==> src/rtl/avalon_wr_pkg.sv <==
// Shared widths and state type for the Avalon-MM write master.
package avalon_wr_pkg;

    localparam int AVL_ADDR_W = 17;
    localparam int AVL_DATA_W = 521;

    typedef enum logic {
        IDLE,
        REQ
    } wr_state_t;

endpackage

==> src/rtl/avalon_write_master.sv <==
// Drains a show-ahead FIFO into sequential Avalon-MM writes, one beat per cycle,
// with a rebasing address that can be re-targeted while a beat is in flight.
module avalon_write_master
    import avalon_wr_pkg::*;
(
    input  logic                  clk,
    input  logic                  SoftReset,
    input  logic                  setWr_addr_valid,
    input  logic [AVL_ADDR_W-1:0] setWr_addr_write,
    input  logic                  msg_in_empty,
    input  logic [AVL_DATA_W-1:0] msg_in_data,
    output logic                  msg_in_pop,
    output logic                  topA_write,
    output logic [AVL_ADDR_W-1:0] topA_address,
    output logic [AVL_DATA_W-1:0] topA_writedata,
    input  logic                  topA_waitrequest,
    output logic                  busy,
    output logic [AVL_ADDR_W-1:0] wr_count
);

    wr_state_t             state_q, state_n;
    logic [AVL_ADDR_W-1:0] addr_q, addr_n;
    logic [AVL_DATA_W-1:0] data_q, data_n;
    logic                  pend_v_q, pend_v_n;
    logic [AVL_ADDR_W-1:0] pend_addr_q, pend_addr_n;
    logic [AVL_ADDR_W-1:0] count_q, count_n;
    logic                  pop;

    always_ff @(posedge clk or posedge SoftReset) begin
        if (SoftReset) begin
            state_q     <= IDLE;
            addr_q      <= '0;
            data_q      <= '0;
            pend_v_q    <= 1'b0;
            pend_addr_q <= '0;
            count_q     <= '0;
        end else begin
            state_q     <= state_n;
            addr_q      <= addr_n;
            data_q      <= data_n;
            pend_v_q    <= pend_v_n;
            pend_addr_q <= pend_addr_n;
            count_q     <= count_n;
        end
    end

    always_comb begin
        state_n     = state_q;
        addr_n      = addr_q;
        data_n      = data_q;
        pend_v_n    = pend_v_q;
        pend_addr_n = pend_addr_q;
        count_n     = count_q;
        pop         = 1'b0;
        case (state_q)
            IDLE: begin
                if (setWr_addr_valid) begin
                    addr_n = setWr_addr_write;
                end else if (!msg_in_empty) begin
                    pop    = 1'b1;
                    data_n = msg_in_data;
                    state_n = REQ;
                end
            end
            REQ: begin
                if (!topA_waitrequest) begin
                    count_n  = count_q + 1'b1;
                    pend_v_n = 1'b0;
                    // A same-cycle rebase outranks an older pending one.
                    if (setWr_addr_valid)
                        addr_n = setWr_addr_write;
                    else if (pend_v_q)
                        addr_n = pend_addr_q;
                    else
                        addr_n = addr_q + 1'b1;
                    if (!msg_in_empty) begin
                        pop    = 1'b1;
                        data_n = msg_in_data;
                    end else begin
                        state_n = IDLE;
                    end
                end else if (setWr_addr_valid) begin
                    pend_v_n    = 1'b1;
                    pend_addr_n = setWr_addr_write;
                end
            end
            default: state_n = IDLE;
        endcase
    end

    // Pop is combinational, so it must be masked while reset holds the FSM in IDLE.
    assign msg_in_pop     = pop & ~SoftReset;
    assign topA_write     = (state_q == REQ);
    assign busy           = (state_q == REQ);
    assign topA_address   = addr_q;
    assign topA_writedata = data_q;
    assign wr_count       = count_q;

endmodule

==> config.mk <==
export PLATFORM = sky130hd
export DESIGN_NAME = avalon_write_master
export DESIGN_NICKNAME = d
export VERILOG_FILES = /design/src/rtl/avalon_wr_pkg.sv /design/src/rtl/avalon_write_master.sv
export SDC_FILE = /design/constraint.sdc
export NUM_CORES = 1
export LEC_CHECK = 0
export ABC_AREA = 1
export BUFFER_PORTS_ARGS = -buffer_cell sky130_fd_sc_hd__buf_2
export CORE_AREA = 2 2 426 428
export DETAILED_ROUTE_END_ITERATION = 12
export DIE_AREA = 0 0 428 430
export PLACE_DENSITY_LB_ADDON = 0.15
export SLEW_MARGIN = 30
export SYNTH_ARGS = -nofsm -noshare
export SYNTH_HDL_FRONTEND = slang
export SYNTH_SLANG_ARGS = --single-unit
==> constraint.sdc <==
create_clock -name clk -period 31.6 [get_ports clk]
set_clock_uncertainty 0.2 [all_clocks]
set_input_delay 4.74 -clock clk [delete_from_list [all_inputs] [get_ports clk]]
set_output_delay 4.74 -clock clk [all_outputs]
set_load 0.01 [all_outputs]
# Yosys cells after proc, flatten, opt, wreduce, memory -nomap -nowiden
# Index checks and enable logic that the tools add are counted.
[totals]
regBits = 574
latchBits = 0
mem_bits_rw = 0
romBits = 0
inputBits = 543
word_cells = 38
mem_count = 0
[classes]
addsub = 2
multipliers = 0
div = 0
magnitude_cmp = 0
eq_ne = 4
shift = 0
mux = 17
bitwise_logic = 4
n_reduce_logical = 5
[ops]
columns = ["cell", "n"]
rows = [
  ["$mux 521", 3],
  ["$pmux 521 s2", 1],
  ["$mux 17", 4],
  ["$add 17x1->17 const B", 2],
  ["$pmux 17 s2", 1],
  ["$ne 2x2->1 const B", 4],
  ["$reduce_and 2->1", 4],
  ["$mux 1", 6],
  ["$pmux 1 s2", 2],
  ["$not 1->1", 3],
  ["$reduce_and 3->1", 1],
  ["$and 1x1->1", 1],
]

# Longest topological paths before layout
[depth]
depth_word = 5
ltp_mapped = 9

# Worst setup path after synthesis
# OpenSTA, ideal clock, no wires.
[synth_timing]
kind = "input-to-output"
start = "input topA_waitrequest"
end = "output msg_in_pop"
t_arrival_ns = 5.499
required_time_ns = 26.660
setup_slack_ns = 21.161
stages = 6
path_buffers = 3
path_cell_list = "nand2_1 > nand3_1 > buf_4 > buf_6 > buf_6 > nor2_1"
[synth_between]
elab_chain_len = 3
[synth_lines]
columns = ["item", "line", "source"]
rows = [
  ["start: declaration", "avalon_write_master.sv:16", "input logic topA_waitrequest,"],
  ["$mux 1", "avalon_write_master.sv:66", "if (!topA_waitrequest) begin"],
  ["$pmux 1 s2", "avalon_write_master.sv:55", "case (state_q)"],
  ["$and 1x1->1", "avalon_write_master.sv:92", "assign msg_in_pop = pop & ~SoftReset;"],
  ["end: declaration", "avalon_write_master.sv:12", "output logic msg_in_pop,"],
]
# Every way passes these cells.

# Worst setup path after layout
# Ends and elaborated chain as after synthesis.

==> impl_metrics.json <==
{
  "hpwl_microns": 79920,
  "yosysTopAreaCell": "dfrtp_1",
  "final_antenna_net_count": 0,
  "grt_util_all_layers_pct": 10.91,
  "synth_compound_area_share_pct": 1.303,
  "vias_per_cell": 3.231,
  "fin_setup_tns_ps": 0,
  "worstSetupPathType": "in2out",
  "drv_slew": 0,
  "p_per_area_nw_per_um2": 72.14,
  "slew_headroom_pct": 38.19,
  "async_flop_share_pct": 100.0,
  "final_hold_viol_count": 0,
  "ys_ff_latch": 574,
  "cts-hold-fix-buffers": 0,
  "die_w_microns": 428,
  "synth_top_area_share_pct": 59.11,
  "synth_xor_area_share_pct": 0.6488,
  "post-route-period-util_pct": 33.76,
  "critPathCaptureType": "output port",
  "clock_sinks": 574,
  "status": "complete, no violations",
  "yosys_warnings": 0,
  "synthMuxAreaShare_pct": 31.78,
  "power_uw": 2523,
  "cts_setup_buffers": 0,
  "drtIter0Drc": 677,
  "grt_pass1_wl_microns": 144100,
  "cts_buffers": 78,
  "die-area_sq_um": 184000,
  "cts_tree": "done",
  "finalSetupViolCount": 0,
  "drc": 0,
  "insertion_delay_ps": 680,
  "synthesis.area_sq_um": 24300,
  "io-pin-count": 1101,
  "fin_nets": 3186,
  "period_needed_ps": 10670,
  "synth.most_common_cell": "dfrtp_1",
  "routedWlPerCell_microns": 20.29,
  "fmax_mhz": 93.74,
  "post-route-util_pct": 19.45,
  "vdd_drop_max_uv": 29.41,
  "ys_top_cells_by_count": "dfrtp_1, mux2_4, nand2_1, nor2_1, inv_1",
  "cp_data_arrival_time_ps": 5730,
  "worst_setup_path_start_kind": "primary input",
  "initial_utilization_pct": 13.52,
  "grt_max_degree": 130,
  "power_leakage_uw": 0.01781,
  "cp_slowest_cell": "nand3_4",
  "portBuffers": 1100,
  "synth-main-ff-cell": "dfrtp_1",
  "grt_pass1_vias": 17480,
  "ctsResizeCount": 0,
  "area_growth_pct": 43.92,
  "critical_path_peak_fanout": 10,
  "drt_first_pass_iters": 4,
  "grt.overflow.total": 0,
  "worstPathRequired_ps": 26660,
  "vias": 16410,
  "synth-edff-count": 0,
  "worstMarginPinSlew_ps": 927.2,
  "place_inst": 4931,
  "grt_antenna_before_repair": 32,
  "synthSimpleGateAreaFrac_pct": 3.357,
  "hold_path.class": "reg2reg",
  "synth_top_family_by_area": "multiplexers",
  "netlist_instances": 1509,
  "worstPathCellList": "buf_2 -> nand2_1 -> nand3_4 -> nor2_1 -> buf_2",
  "design_area_sq_um": 34970,
  "yosysSeqAreaShare_pct": 59.11,
  "max_stage_delay_ps": 350,
  "placed_cell_area_sq_um": 32330,
  "clk_pin_slew_worst_paths_ps": 50,
  "finalNonFillerCells": 5078,
  "crit_family": "simple AND/OR/NAND/NOR gates",
  "path_buf_inv": 2,
  "core_sq_um": 179800,
  "drive_gt1_share_pct": 65.86,
  "clockRootBuffer": "clkbuf_16",
  "fp.dieH_microns": 430,
  "synth.area.top_cells": "dfrtp_1, mux2_4, buf_6, mux2_2, nand2_1",
  "clockBufferDepth": 3,
  "drv_cap": 0,
  "rsz0062_at_grt": "no",
  "h-tree-depth": 3,
  "synth_fa_ha_area_share_pct": 0.1030,
  "gp_congestion": 0.7967,
  "finalWirelength_microns": 103000,
  "synth_cell_types": 26,
  "synthesis.nets": 2054,
  "postSynthAreaPerCell_sq_um": 16.10,
  "path_common_cell": "buf_2",
  "num_rows": 156
}
-- metal layers --
layer  vias to the layer above  routed length [microns]  GRT usage, %
met4                         2                     2164         3.145
met2                       608                    50150         18.22
met5                         -                       20             0
met3                       141                     7550         3.529
li1                       7466                        -             -
met1                      8191                    43130         13.35
-- final timing paths --
check	startpoint	endpoint	slack (ps)	cells past startpoint
worst min-delay path	pend_addr_q[1]$_DFFE_PP0P_	pend_addr_q[1]$_DFFE_PP0P_	290	2
max in group asynchronous	SoftReset	topA_writedata[120]$_DFFE_PP0P_	23800	6
worst max-delay path	topA_waitrequest	msg_in_pop	20930	5
worst min register to register	pend_addr_q[1]$_DFFE_PP0P_	pend_addr_q[1]$_DFFE_PP0P_	290	2
worst max register to register	busy$_DFF_PP0_	topA_writedata[203]$_DFFE_PP0P_	26130	8
min in group asynchronous	SoftReset	topA_writedata[298]$_DFFE_PP0P_	3950	2
-- power by group --
| part | internal (uW) | switching [uW] |
|---|---|---|
| Sequential | 882 | 102 |
| Clock | 550 | 367 |
| Combinational | 322 | 300 |
| Total | 1750 | 769 |
-- sequential cells by signal, indices dropped and copies added, names as in the netlist --
register,count
busy,1
pend_addr_q,17
pend_v_q,1
topA_address,17
topA_writedata,521
wr_count,17
-- logic make-up (layout without fill, tap and decap cells) --
group,count (synthesis),after routing
AOI/OAI and AO/OA,61,61
xor gates and xnor gates,18,18
adders and majority gates,2,2
buffers and inverters,129,1321
DFF,574,574
muxes,526,526
other,0,7
and+or+nand+nor,199,199
-- worst reg2reg max path, stage by stage, from the launching register on --
cell	delay [ps]
dfrtp_1	450
nand2_1	140
nand3_4	350
buf_4	680
buf_4	780
buf_4	760
buf_4	870
buf_4	720
mux2_4	370
-- layout by cell type, fill, tap and decap left out, types with 2 or more instances in the layout --
cell        count
buf_2        1100
bufinv_16       5
clkbuf_16      79
inv_6           2
clkinv_2       11
mux2_2         47
mux2_4        479
dfrtp_1       574
clkbuf_8       21
o21ai_0        38
inv_1          56
inv_2           2
buf_4          17
xor2_1          9
clkinvlp_4      3
buf_6           2
xnor2_1         9
nor2_1         67
clkbuf_1       17
nand4_1         7
buf_12          2
diode_2         7
nand2_2         3
a21oi_1        19
nand3_1        29
nor3_1          7
ha_1            2
nand2_1        85
-- through the flow --
step | worst slack (ps) | hold WS, ps
CTS | 20870 | 291.1
finish | 20930 | 289.2
detailed placement | 20870 | 275.5
global route | 20830 | 310.6
floorplan | 10600 | 253.3
global placement | 20890 | 274.8
-- cell type report --
class | instances | area [sq um]
flip-flops and latches | 574 | 14360
clock buffers | 117 | 2330
multi-input cells | 806 | 9051
diodes | 7 | 17.52
repair buffers | 1122 | 5723
fillers | 19720 | 144800
inverters | 59 | 229.0
clock inverters | 23 | 291.5
well taps | 2370 | 2965
Note: power is estimated with default switching activity, not from simulation.
